`config.mk`:
```
export PLATFORM = sky130hd
export DESIGN_NAME = time_bus_reader
export DESIGN_NICKNAME = d
export VERILOG_FILES = /design/src/rtl/time_bus_reader.sv
export SDC_FILE = /design/constraint.sdc
export NUM_CORES = 1
export LEC_CHECK = 0
export CORE_MARGIN = 8
export CORE_UTILIZATION = 55
export DETAILED_ROUTE_END_ITERATION = 8
export PLACE_DENSITY = 0.81
export SETUP_SLACK_MARGIN = 0.1
export SLEW_MARGIN = 25
export SYNTH_ARGS = -nofsm -noshare
export SYNTH_HDL_FRONTEND = slang
export SYNTH_SLANG_ARGS = --single-unit
```
`constraint.sdc`:
```
create_clock -name clk -period 4.85 [get_ports clk]
set_input_delay 0.485 -clock clk [delete_from_list [all_inputs] [get_ports clk]]
set_output_delay 0.485 -clock clk [all_outputs]
set_load 0.02 [all_outputs]
```
`src/rtl/time_bus_reader.sv`:
```
// Read-side master of the shared 6-bit time databus: bursts each time register into a shadow frame and
// scans the committed frame onto a multiplexed active-low 7-segment display (TIME_BUS_READER_LZ_BLANK_EN blanks hour/day/month leading zeros).
module time_bus_reader #(
    parameter int REFRESH_DIV = 1000,
    parameter int SCAN_DIV    = 50,
    parameter int NFIELD      = 5
) (
    input  logic                clk,
    input  logic                clear_n,
    input  logic                bus_gnt,
    input  logic [5:0]          databus,
    output logic                bus_req,
    output logic [NFIELD-1:0]   rd_en,
    output logic                frame_valid,
    output logic [6:0]          seg_n,
    output logic [2*NFIELD-1:0] an_n
);
    localparam int NDIG = 2 * NFIELD;
    localparam int RW   = (REFRESH_DIV > 1) ? $clog2(REFRESH_DIV) : 1;
    localparam int SW   = (SCAN_DIV > 1) ? $clog2(SCAN_DIV) : 1;
    localparam int FW   = (NFIELD > 1) ? $clog2(NFIELD) : 1;
    localparam int DW   = $clog2(NDIG);

    localparam logic [RW-1:0] REFRESH_LOAD = RW'(REFRESH_DIV - 1);
    localparam logic [SW-1:0] SCAN_LOAD    = SW'(SCAN_DIV - 1);
    localparam logic [FW-1:0] LAST_FIELD   = FW'(NFIELD - 1);
    localparam logic [DW-1:0] LAST_DIGIT   = DW'(NDIG - 1);

    typedef enum logic [2:0] {IDLE, REQ, DRIVE, LATCH, COMMIT} state_t;

    state_t          state, state_nx;
    logic [RW-1:0]   refresh_cnt;
    logic [FW-1:0]   field;
    logic [5:0]      shadow [NFIELD];
    logic [5:0]      disp   [NFIELD];
    logic [SW-1:0]   scan_cnt;
    logic [DW-1:0]   digit;
    logic            lit;
    logic            on_bus;
    logic [FW-1:0]   field_sel;
    logic [7:0]      bcd;
    logic [3:0]      code;

    function automatic logic [7:0] to_bcd(input logic [5:0] v);
        logic [3:0] t;
        logic [5:0] r;
        t = 4'd0;
        r = v;
        for (int k = 6; k >= 1; k--) begin
            if (t == 4'd0 && v >= 6'(k * 10)) begin
                t = 4'(k);
                r = v - 6'(k * 10);
            end
        end
        return {t, r[3:0]};
    endfunction

    // gfedcba, active-low; codes above 9 blank the digit
    function automatic logic [6:0] seg_decode(input logic [3:0] c);
        case (c)
            4'd0:    return 7'b1000000;
            4'd1:    return 7'b1111001;
            4'd2:    return 7'b0100100;
            4'd3:    return 7'b0110000;
            4'd4:    return 7'b0011001;
            4'd5:    return 7'b0010010;
            4'd6:    return 7'b0000010;
            4'd7:    return 7'b1111000;
            4'd8:    return 7'b0000000;
            4'd9:    return 7'b0010000;
            default: return 7'b1111111;
        endcase
    endfunction

    // NOTE: sequential state uses non-blocking assignments so every register samples pre-edge values.
    always_ff @(posedge clk or negedge clear_n) begin
        if (!clear_n) state <= IDLE;
        else          state <= state_nx;
    end

    // NOTE: default assignment first so no path leaves state_nx unassigned (no latch).
    always_comb begin
        state_nx = state;
        case (state)
            IDLE:    if (refresh_cnt == '0) state_nx = REQ;
            REQ:     if (bus_gnt) state_nx = DRIVE;
            DRIVE:   state_nx = bus_gnt ? LATCH : REQ;
            LATCH: begin
                if (!bus_gnt)                 state_nx = REQ;
                else if (field == LAST_FIELD) state_nx = COMMIT;
                else                          state_nx = DRIVE;
            end
            COMMIT:  state_nx = IDLE;
            default: state_nx = IDLE;
        endcase
    end

    // Grant gates rd_en combinationally so a lost grant releases the bus in the same cycle
    always_comb begin
        on_bus      = (state == DRIVE || state == LATCH) && bus_gnt;
        bus_req     = (state != IDLE);
        frame_valid = (state == COMMIT);
        rd_en       = on_bus ? (NFIELD'(1) << field) : '0;
    end

    // NOTE: shadow and display arrays are reset because the display must show zeros after clear.
    always_ff @(posedge clk or negedge clear_n) begin
        if (!clear_n) begin
            refresh_cnt <= REFRESH_LOAD;
            field       <= '0;
            for (int i = 0; i < NFIELD; i++) begin
                shadow[i] <= '0;
                disp[i]   <= '0;
            end
        end else begin
            if (state == IDLE) begin
                if (refresh_cnt == '0) begin
                    refresh_cnt <= REFRESH_LOAD;
                    field       <= '0;
                end else begin
                    refresh_cnt <= refresh_cnt - RW'(1);
                end
            end
            if (state == LATCH && bus_gnt) begin
                shadow[field] <= databus;
                if (field != LAST_FIELD) field <= field + FW'(1);
            end
            if (state == COMMIT) begin
                for (int i = 0; i < NFIELD; i++) disp[i] <= shadow[i];
            end
        end
    end

    // Free-running scan; lit stays low until the first interval so anodes start all-off
    always_ff @(posedge clk or negedge clear_n) begin
        if (!clear_n) begin
            scan_cnt <= SCAN_LOAD;
            digit    <= '0;
            lit      <= 1'b0;
        end else if (scan_cnt == '0) begin
            scan_cnt <= SCAN_LOAD;
            if (!lit)                     lit   <= 1'b1;
            else if (digit == LAST_DIGIT) digit <= '0;
            else                          digit <= digit + DW'(1);
        end else begin
            scan_cnt <= scan_cnt - SW'(1);
        end
    end

    always_comb begin
        field_sel = FW'(digit >> 1);
        bcd       = to_bcd(disp[field_sel]);
        code      = digit[0] ? bcd[7:4] : bcd[3:0];
`ifdef TIME_BUS_READER_LZ_BLANK_EN
        if (digit[0] && field_sel >= FW'(2) && bcd[7:4] == 4'd0) code = 4'hF;
`else
        code = code;
`endif
        seg_n = lit ? seg_decode(code) : 7'b1111111;
        an_n  = lit ? ~(NDIG'(1) << digit) : '1;
    end
endmodule

```
== Yosys cells after proc, flatten, opt, wreduce, memory -nomap -nowiden ==
Memory sizes are Yosys's and may differ from the RTL's.
Index checks and enable logic that the tools add are counted.
W data, S select, Z words.

* Add/subtract/negate cells: 10
* Order comparisons: 9
* Equal/unequal tests: 9
* Shift operators: 2
* Multiplexer cells: 35
* Bitwise gates (word level): 3
* Reductions and logical operators: 20

{| class="wikitable"
|+ Operators with widths
! operator !! count
|-
| $mux W4 || 13
|-
| $bwmux W30 || 1
|-
| $mux W3 || 9
|-
| $mux W6 || 4
|-
| $logic_not A4 Y1 || 5
|-
| $mux W10 || 2
|-
| $bmux W6 S3 || 1
|-
| $demux W6 S3 || 1
|-
| $ge A6 B6 Y1 const B || 3
|-
| $sub A4 B4 Y4 const B || 4
|-
| $ge A6 B5 Y1 const B || 2
|-
| $pmux W3 S4 || 1
|-
| $logic_not A10 Y1 || 1
|-
| $not A10 Y10 || 1
|-
| $shl A1 B4 Y10 const A || 1
|-
| $sub A10 B1 Y10 const B || 1
|-
| $ge A4 B4 Y1 const B || 2
|-
| $logic_and A1 B1 Y1 || 8
|-
| $not A3 Y4 || 2
|-
| $mux W7 || 1
|-
| $eq A3 B2 Y1 const B || 2
|-
| $eq A3 B3 Y1 const B || 2
|-
| $ge A6 B4 Y1 const B || 1
|-
| $logic_not A6 Y1 || 1
|-
| other kinds (18) || 19
|}

* Register bits after elaboration: 87
* Bits in read-only memories: 112
* Memories kept: 1

{| class="wikitable"
|+ Memories
! memory !! words !! bits a word !! rd ports !! clocked after memory_dff !! wr ports !! RTL line !! text
|-
| (no name shown) || 16 || 7 || 1 || 0 || 0 || 60 || <nowiki>case (c)</nowiki>
|}

== Depth between registers and ports, before layout ==
Gate-level depths: netlist of run 1.
An unclocked memory read counts as a cell.

* Depth in word-level cells: 24
* Gate-level depth with buffers: 19
* Depth with buffers taken out: 15

== Worst setup path after synthesis of run 1 ==
Ideal clock, no wire load.

* Path kind: register to output
* From: register digit[1]
* To: output seg_n[1]
* Data arrival time: 3836 ps
* Required time: 4365 ps
* Slack: 529 ps
* Stages on the path, launching flop included: 19
* Buffers on the path: 4
* Cells stage by stage: dfrtp_1 > buf_6 > buf_6 > clkbuf_1 > mux2i_1 > nor2_1 > a21oi_1 > o22a_1 > inv_1 > ha_1 > o221ai_2 > o311ai_4 > or3_4 > and4_4 > o31a_1 > buf_6 > ha_1 > and2_1 > o21ai_1

* Cells in the longest elaborated chain, start to end: 24
* Elaborated cells between the ends (all ways): 41
* Those cells by class: add/sub (6); order compare (6); mux (17); bitwise (1); reduce/logical (10); memory (1)

{| class="wikitable"
|+ Ends and longest elaborated chain
! item !! RTL line !! text
|-
| from (decl) || 37 || <nowiki>logic [DW-1:0] digit;</nowiki>
|-
| from (signal assigned) || 144 || <nowiki>else digit <= digit + DW'(1);</nowiki>
|-
| $not A3 Y4 (not written as such) (*) || 152 || <nowiki>bcd = to_bcd(disp[field_sel]);</nowiki>
|-
| $bmux W6 S3 (*) || 152 ||
|-
| $mux W6 (not written as such) (*) (2 in series) || 152 ||
|-
| $ge A6 B6 Y1 || 50 || <nowiki>if (t == 4'd0 && v >= 6'(k * 10)) begin</nowiki>
|-
| $mux W3 || 50 ||
|-
| $logic_not A4 Y1 || 50 ||
|-
| $logic_and A1 B1 Y1 || 50 ||
|-
| $mux W4 || 50 ||
|-
| [... 7 more ...] || n/a ||
|-
| $logic_and A1 B1 Y1 || 50 ||
|-
| $mux W4 || 50 ||
|-
| $logic_not A4 Y1 || 50 ||
|-
| $logic_and A1 B1 Y1 || 50 ||
|-
| $mux W4 || 50 ||
|-
| $mux W4 (*) || 153 || <nowiki>code = digit[0] ? bcd[7:4] : bcd[3:0];</nowiki>
|-
| $mem_v2 Z16 W7 (*) || n/a ||
|-
| $mux W7 (*) || 159 || <nowiki>seg_n = lit ? seg_decode(code) : 7'b1111111;</nowiki>
|-
| to (decl) || 15 || <nowiki>output logic [6:0] seg_n,</nowiki>
|}

Mark *: on every way between the ends. The rest lies on a longest branch, timed or not. The select of a mux whose other input is x is not followed.

== Worst setup path in the final report of run 1 ==
* From: register digit[2]
* To: output seg_n[6]

The elaborated chain is that of the path after synthesis.

==> results.yml, run 1 <==
timing:
  min_period_over_period_pct: 94.7
  finalMaxSlewViolations: 0
  finClkSkew_ns: 0.0106
  setup_viol_count_final: 0
  fmax_mhz: 218
  maxSlewHeadroom_pct: 37.3
  setup_ws_ns: 0.258
  rsz0062_at_grt: "true"
  tightest_slew_ns: 0.933
  hold_viol: 0
  min_period_ns: 4.59
  setup_tns_ns: 0
synth:
  synth_cell_types: 67
  avgSynthCellArea_um2: 11.0
  syn_nets: 465
  ys_seq_area_share_pct: 45.5
  syn_area_um2: 4810
  syn_inst: 436
  synth_top_area_share_pct: 39.5
  synthArstFlopShare_pct: 100
  synth_ff_type: "dfrtp_1"
  ys_warn_count: 0
  ys_ff_latch: 87
  synthTopCellsByArea: "dfrtp_1, mux2_2, dfstp_2"
  synth_top_area_cell: "dfrtp_1"
  synth-edff-count: 0
power:
  clkPwrFrac_pct: 17.2
  swShare_pct: 38.1
  seq_power_share_pct: 41.3
  power_density_nw_per_um2: 472
  p_int_uw: 1620
  switching_power_uw: 999
  ir_worst_vdd_v: 0.000293
  leakagePower_uw: 0.00249
  share_comb_of_total_power_pct: 41.4
cts:
  hold_buffers: 0
  cts_tree: "yes"
  htree_levels: 3
  cts.path.max_buffers: 2
  cts_buffers: 9
  clock-sinks: 87
  root_buffer: "clkbuf_8"
  insertion_delay_ns: 0.36
  clkTransAtPathRegs_ns: 0.08
setup_path:
  path_class: "flip-flop to primary output"
  crit_path_end_kind: "primary output"
  crit_path_cell_trace: "mux2_4 -> a32o_2 -> nor2_1 -> inv_1 -> ha_1 -> nand2_1 -> o311ai_4 -> or3_4 -> and4_4 -> o31a_1 -> ha_1 -> nor4b_1 -> a31oi_1 -> dlygate4sd2_1"
  critical_path_arrival_ns: 4.11
  required_ns: 4.37
  crit_top_cell: "ha_1"
  r2r_slack_ns: 2.54
  cp_max_fo: 8
  r2r_cells: 6
  rr_startpoint: "refresh_cnt[3]"
  worst_setup_path_start_kind: "flip-flop"
  worst_path_largest_cell_delay_ns: 0.53
  critical_path.slowest_cell: "dfrtp_1"
  r2r_end: "field[2]"
place:
  place.gp.congestion: 0.931
  pre_cts_slack_ns: 0.117
  hpwlAfterDp_um: 7580
  port_buffers: 32
  dp_cells: 565
finish:
  n_fill_cell: 666
  drive_above_1_share_pct: 28.7
  fin_nets: 505
  insertedDiodeCount: 0
  syn_to_final_growth_pct: 15.5
  seq_area_um2: 2190
  finish.utilization_pct: 64.7
  stdcell_count: 589
  multi_input_area_um2: 2570
global_route:
  grt_pass1_vias: 3621
  grt_max_degree: 88
  grt_usage_pct: 19.1
  grt_pass1_wl_um: 18100
  antenna_found_initial: 0
  grt_remaining_overflow: 0
floorplanning:
  die_area_um2: 12000
  std_cell_rows: 34
  core-area_um2: 8590
  die_w_um: 110
  boundaryPins: 33
  start_util_pct: 56.0
  die_height_um: 110
detailed_routing:
  drc_errors: 0
  vias_per_cell: 6.08
  dr.pass1.iters: 4
  wl_um: 11100
  antenna_left: 0
  avgRoutedWirePerCell_um: 18.8
  vias: 3580
  drt-initial-drc-count: 167
status:
  outcome: "complete, no violations"
flow_run:
  maxCapViolCount: 0
hold_path:
  hp-class: "input pin to async pin"
timing repair:
action	in CTS	in global routing
pin swaps	1	4
cloned	1	0
gates resized for setup	18	16
setup buffers	0	7
setup endpoints to repair	7	7
logic make-up (layout without fill, tap and decap cells):
group,count (synthesis),in the layout,share of synthesized area [%]
AND/OR/NAND/NOR,134,134,15.2
flip-flops,87,87,45.5
multiplexers,75,75,17.3
AO/OA/AOI/OAI,73,74,11.0
buffers and inverters,35,79,3.56
adder cells (fa/ha/maj),20,20,5.20
XOR/XNOR,12,12,2.18
flip-flops by register name, indices dropped and copies added, names as in the netlist, named ones only:
signal,flops
scan_cnt,6
disp,30
refresh_cnt,10
lit,1
shadow,30
state,3
digit,4
field,2
area by class of cell:
type                            instances  share of cell area [%]
Timing Repair Buffer                   45                    7.40
Clock buffer                            9                    2.23
Inverter                               18                    1.22
Multi-Input combinational cell        315                    46.3
Tap cell                              108                    2.43
Sequential cell                        87                    39.4
Clock inverter                          7                   0.990
metrics by stage:
step	instance area (um2)	hold WS, ns	total power (uW)
after global placement	5220	0.460	2030
after CTS	5450	0.343	2540
after detailed placement	5220	0.463	2090
final	5560	0.168	2620
after global routing	5560	0.220	2800
after floorplan	4810	0.189	1760
cell usage in the layout, fill, tap and decap left out, types with 5 or more instances in the layout:
| cell | n |
|---|---|
| inv_1 | 17 |
| buf_4 | 12 |
| o21ai_0 | 12 |
| mux2i_1 | 12 |
| dfrtp_1 | 74 |
| o21ai_1 | 5 |
| and2_1 | 6 |
| and3_1 | 6 |
| mux2_2 | 62 |
| clkdlybuf4s50_1 | 24 |
| a31oi_1 | 6 |
| ha_1 | 19 |
| nor2_1 | 23 |
| a21oi_1 | 9 |
| nand2_1 | 29 |
| xnor2_1 | 9 |
| clkbuf_8 | 9 |
| nand3_1 | 15 |
| dfstp_2 | 11 |
| nor3_1 | 9 |
synthesized netlist by cell type, types with 4 or more instances:
master and instances:
a211oi_1 5, a21oi_1 12, a31oi_1 6, and2_1 6
and3_1 6, buf_6 5, clkbuf_1 7, dfrtp_1 76
dfstp_2 11, ha_1 20, inv_1 17, mux2_2 62
mux2i_1 12, nand2_1 29, nand3_1 15, nor2_1 23
nor2b_1 5, nor3_1 9, nor3b_1 4, nor4_1 6
o21ai_0 12, o21ai_1 5, o22ai_1 4, or3_1 4
xnor2_1 9
layer usage:
layer  routed length [um]  GRT usage, %  part of all wire [%]
met2                 5580          31.3                    50
met3                  512          4.63                   4.6
met5                    0             0                     0
met4                  178          6.36                   1.6
met1                 4800          24.2                    43
critical path, delay by kind of cell, from the launching register on:
family	cells	cell delay, ns
DFF	1	0.53
muxes	1	0.34
adders and majority gates	2	0.48
buffers and inverters	2	0.48
AOI/OAI and AO/OA	4	0.77
and+or+nand+nor	5	1.15
worst max-delay path by stage:
stage | end | from | slack (ns)
2_1_floorplan | seg_n[1] | digit[1] | 0.53
3_3_place_gp | seg_n[0] | digit[1] | 0.25
3_5_place_dp | seg_n[3] | digit[1] | 0.12
4_1_cts | seg_n[2] | digit[2] | 0.10
5_1_grt | seg_n[0] | digit[1] | 0.02
6_report | seg_n[6] | digit[2] | 0.26
power groups by stage:
stage | logic, uW | registers [uW] | clock network (uW)
floorplan | 730 | 1030 | 0
global placement | 964 | 1070 | 0
detailed placement | 1000 | 1090 | 0
CTS | 998 | 1080 | 464
global route | 1190 | 1110 | 501
finish | 1090 | 1080 | 452
Power figures use the tool's default switching activity.
==> inputs of run 2 (changes only) <==
- ABC_AREA: not set -> 1
==> results.yml, run 2 <==
place:
  place.gp.congestion: 0.940
  port_buffers: 32
  hpwlAfterDp_um: 7440
timing:
  hold_slack_ns: 0.160
  setup_tns_ns: 0
  setup_viol_count_final: 0
  rsz0062_at_grt: "false"
  maxSlewHeadroom_pct: 35.5
  min_period_over_period_pct: 93.3
  hold_viol: 0
  min_period_ns: 4.53
  finClkSkew_ns: 0.0121
  finalMaxSlewViolations: 0
  tightest_slew_ns: 0.966
  fmax_mhz: 221
flow_run:
  maxCapViolCount: 0
status:
  outcome: "complete, no violations"
synth:
  syn_area_um2: 4890
  synth_most_common_cell: "nand2_1"
  synth_top_area_cell: "dfrtp_1"
  synth_cell_types: 37
  ys_seq_area_share_pct: 44.8
  synthTopCellsByArea: "dfrtp_1, nand2_1, dfstp_2"
  ys_warn_count: 0
  synthArstFlopShare_pct: 100
  synth_ff_type: "dfrtp_1"
  ys_ff_latch: 87
  avgSynthCellArea_um2: 7.66
  syn_nets: 667
  synth_top_area_share_pct: 38.9
  yosys-top-cells-count: "nand2_1, dfrtp_1, inv_1, nor2_1, o21ai_0"
  syn_inst: 638
  synth-edff-count: 0
detailed_routing:
  vias: 4130
  drc_errors: 0
  wl_um: 10400
  avgRoutedWirePerCell_um: 13.2
  drt-initial-drc-count: 290
  vias_per_cell: 5.28
  dr.pass1.iters: 5
  antenna_left: 0
setup_path:
  critical_path.slowest_cell: "clkdlybuf4s50_1"
  r2r_end: "field[2]"
  setup.worst_path.end: "seg_n[1]"
  rr_startpoint: "state[1]"
  crit_family: "simple AND/OR/NAND/NOR gates"
  worst_path_largest_cell_delay_ns: 0.60
  crit_path_end_kind: "primary output"
  cp_num_cells: 21
  r2r_slack_ns: 2.46
  crit_top_cell: "nand2_1"
  cp.buffers_inverters: 5
  crit_path_cell_trace: "inv_4 -> nand2_1 -> nor2_4 -> inv_1 -> o21ai_4 -> inv_2 -> ha_1 -> nand3_1 -> inv_1 -> nand2_1 -> nand2_2 -> nand3_2 -> nand3_1 -> nor2_2 -> nand2_1 -> nand3_1 -> nand2_2 -> ha_1 -> or2_0 -> nand2_1 -> clkdlybuf4s50_1"
  critical_path_arrival_ns: 4.04
  worst_setup_path_start_kind: "flip-flop"
  cp_max_fo: 13
  r2r_cells: 12
  required_ns: 4.37
  path_class: "flip-flop to primary output"
  crit_path_start: "digit[2]"
floorplanning:
  die_w_um: 110
  die_area_um2: 12200
  std_cell_rows: 34
  start_util_pct: 56.3
  die_height_um: 110
  core-area_um2: 8680
  boundaryPins: 33
global_route:
  antenna_found_initial: 0
  grt_usage_pct: 18.4
  grt_max_degree: 88
  grt_pass1_wl_um: 18100
  grt_pass1_vias: 3909
  grt_remaining_overflow: 0
cts:
  clkTransAtPathRegs_ns: 0.10
  cts.path.max_buffers: 2
  hold_buffers: 0
  clock-sinks: 87
  cts_tree: "yes"
  root_buffer: "clkbuf_8"
  htree_levels: 3
  insertion_delay_ns: 0.36
  cts_buffers: 9
finish:
  final_common_cell: "nand2_1"
  insertedDiodeCount: 0
  drive_above_1_share_pct: 11.9
  fin_nets: 698
  most-common-layout-cells: "nand2_1, dfrtp_1, inv_1"
  top_regs: "disp (30), shadow (30), refresh_cnt (10)"
  syn_to_final_growth_pct: 12.5
power:
  power_density_nw_per_um2: 403
  leakagePower_uw: 0.00281
  p_int_uw: 1420
  seq_power_share_pct: 46.4
  ir_worst_vdd_v: 0.000262
  switching_power_uw: 792
  swShare_pct: 35.8
  share_comb_of_total_power_pct: 30.2
  clkPwrFrac_pct: 23.4
hold_path:
  hp-class: "input pin to async pin"
run 2: changes by cell type in the layout (fill, tap and decap cells not counted), sizes merged, moves of 6 or more:
cell / delta
nand2: +223
mux2: -63
inv: +47
nand3: +40
o21ai: +29
nor2: +26
mux2i: -12
buf: -8
nand4: +8
xnor2: -8
clkdlybuf4s50: +7
and2: -6
and3: -6
run 2: logic make-up (layout without fill, tap and decap cells):
logic type	after synthesis	after routing	synth area share, %
xor gates and xnor gates	4	4	0.717
adders and majority gates	20	20	5.12
and+or+nand+nor	380	380	34.8
DFF	87	87	44.8
buffers and inverters	82	118	7.32
AOI/OAI and AO/OA	65	65	7.25
run 2: power by group through the flow:
stage               combinational, uW  clock, uW  sequential, uW
global placement                  645          0            1030
floorplan                         484          0            1010
CTS                               674        533            1030
detailed placement                670          0            1040
global route                      769        562            1050
finish                            668        518            1030
run 2: what timing repair did:
action,4_1_cts,5_1_grt
setup buffers,0,2
gates resized for setup,3,4
endpoints found under the setup margin,5,7
run 2: through the flow:
stage	utilization [%]	worst slack (ns)	cell area, um2	cells	power (uW)
2_1_floorplan	-	1.32	4890	638	1490
3_3_place_gp	60.6	0.480	5260	764	1680
3_5_place_dp	60.6	0.283	5260	764	1710
4_1_cts	63.0	0.190	5470	780	2230
5_1_grt	63.4	0.115	5500	782	2380
6_report	63.4	0.323	5500	782	2210
run 2: layer usage:
layer  wire length (um)  vias up  global-route usage [%]
met4                125        0                    5.42
met3                531        9                    3.66
met5                  0        -                       0
li1                   -     2084                       -
met2               4810       96                    29.5
met1               4890     1941                    24.8
run 2: how the worst min path moves through the flow:
stage	start	end	slack, ns	depth (start not counted)
after CTS	clear_n	disp[0]	0.34	1
final	clear_n	field[2]	0.16	1
after global placement	scan_cnt[0]	scan_cnt[0]	0.44	1
after detailed placement	scan_cnt[0]	scan_cnt[0]	0.44	1
after global routing	clear_n	field[2]	0.22	1
after floorplan	clear_n	async pin	0.19	0
run 2: area by class of cell:
| type | instances | area, um2 |
|---|---|---|
| well taps | 108 | 135 |
| flip-flops and latches | 87 | 2190 |
| clock inverters | 7 | 80.1 |
| multi-input cells | 469 | 2350 |
| fillers | 747 | 3180 |
| clock buffers | 9 | 124 |
| repair buffers | 37 | 359 |
| inverters | 65 | 254 |
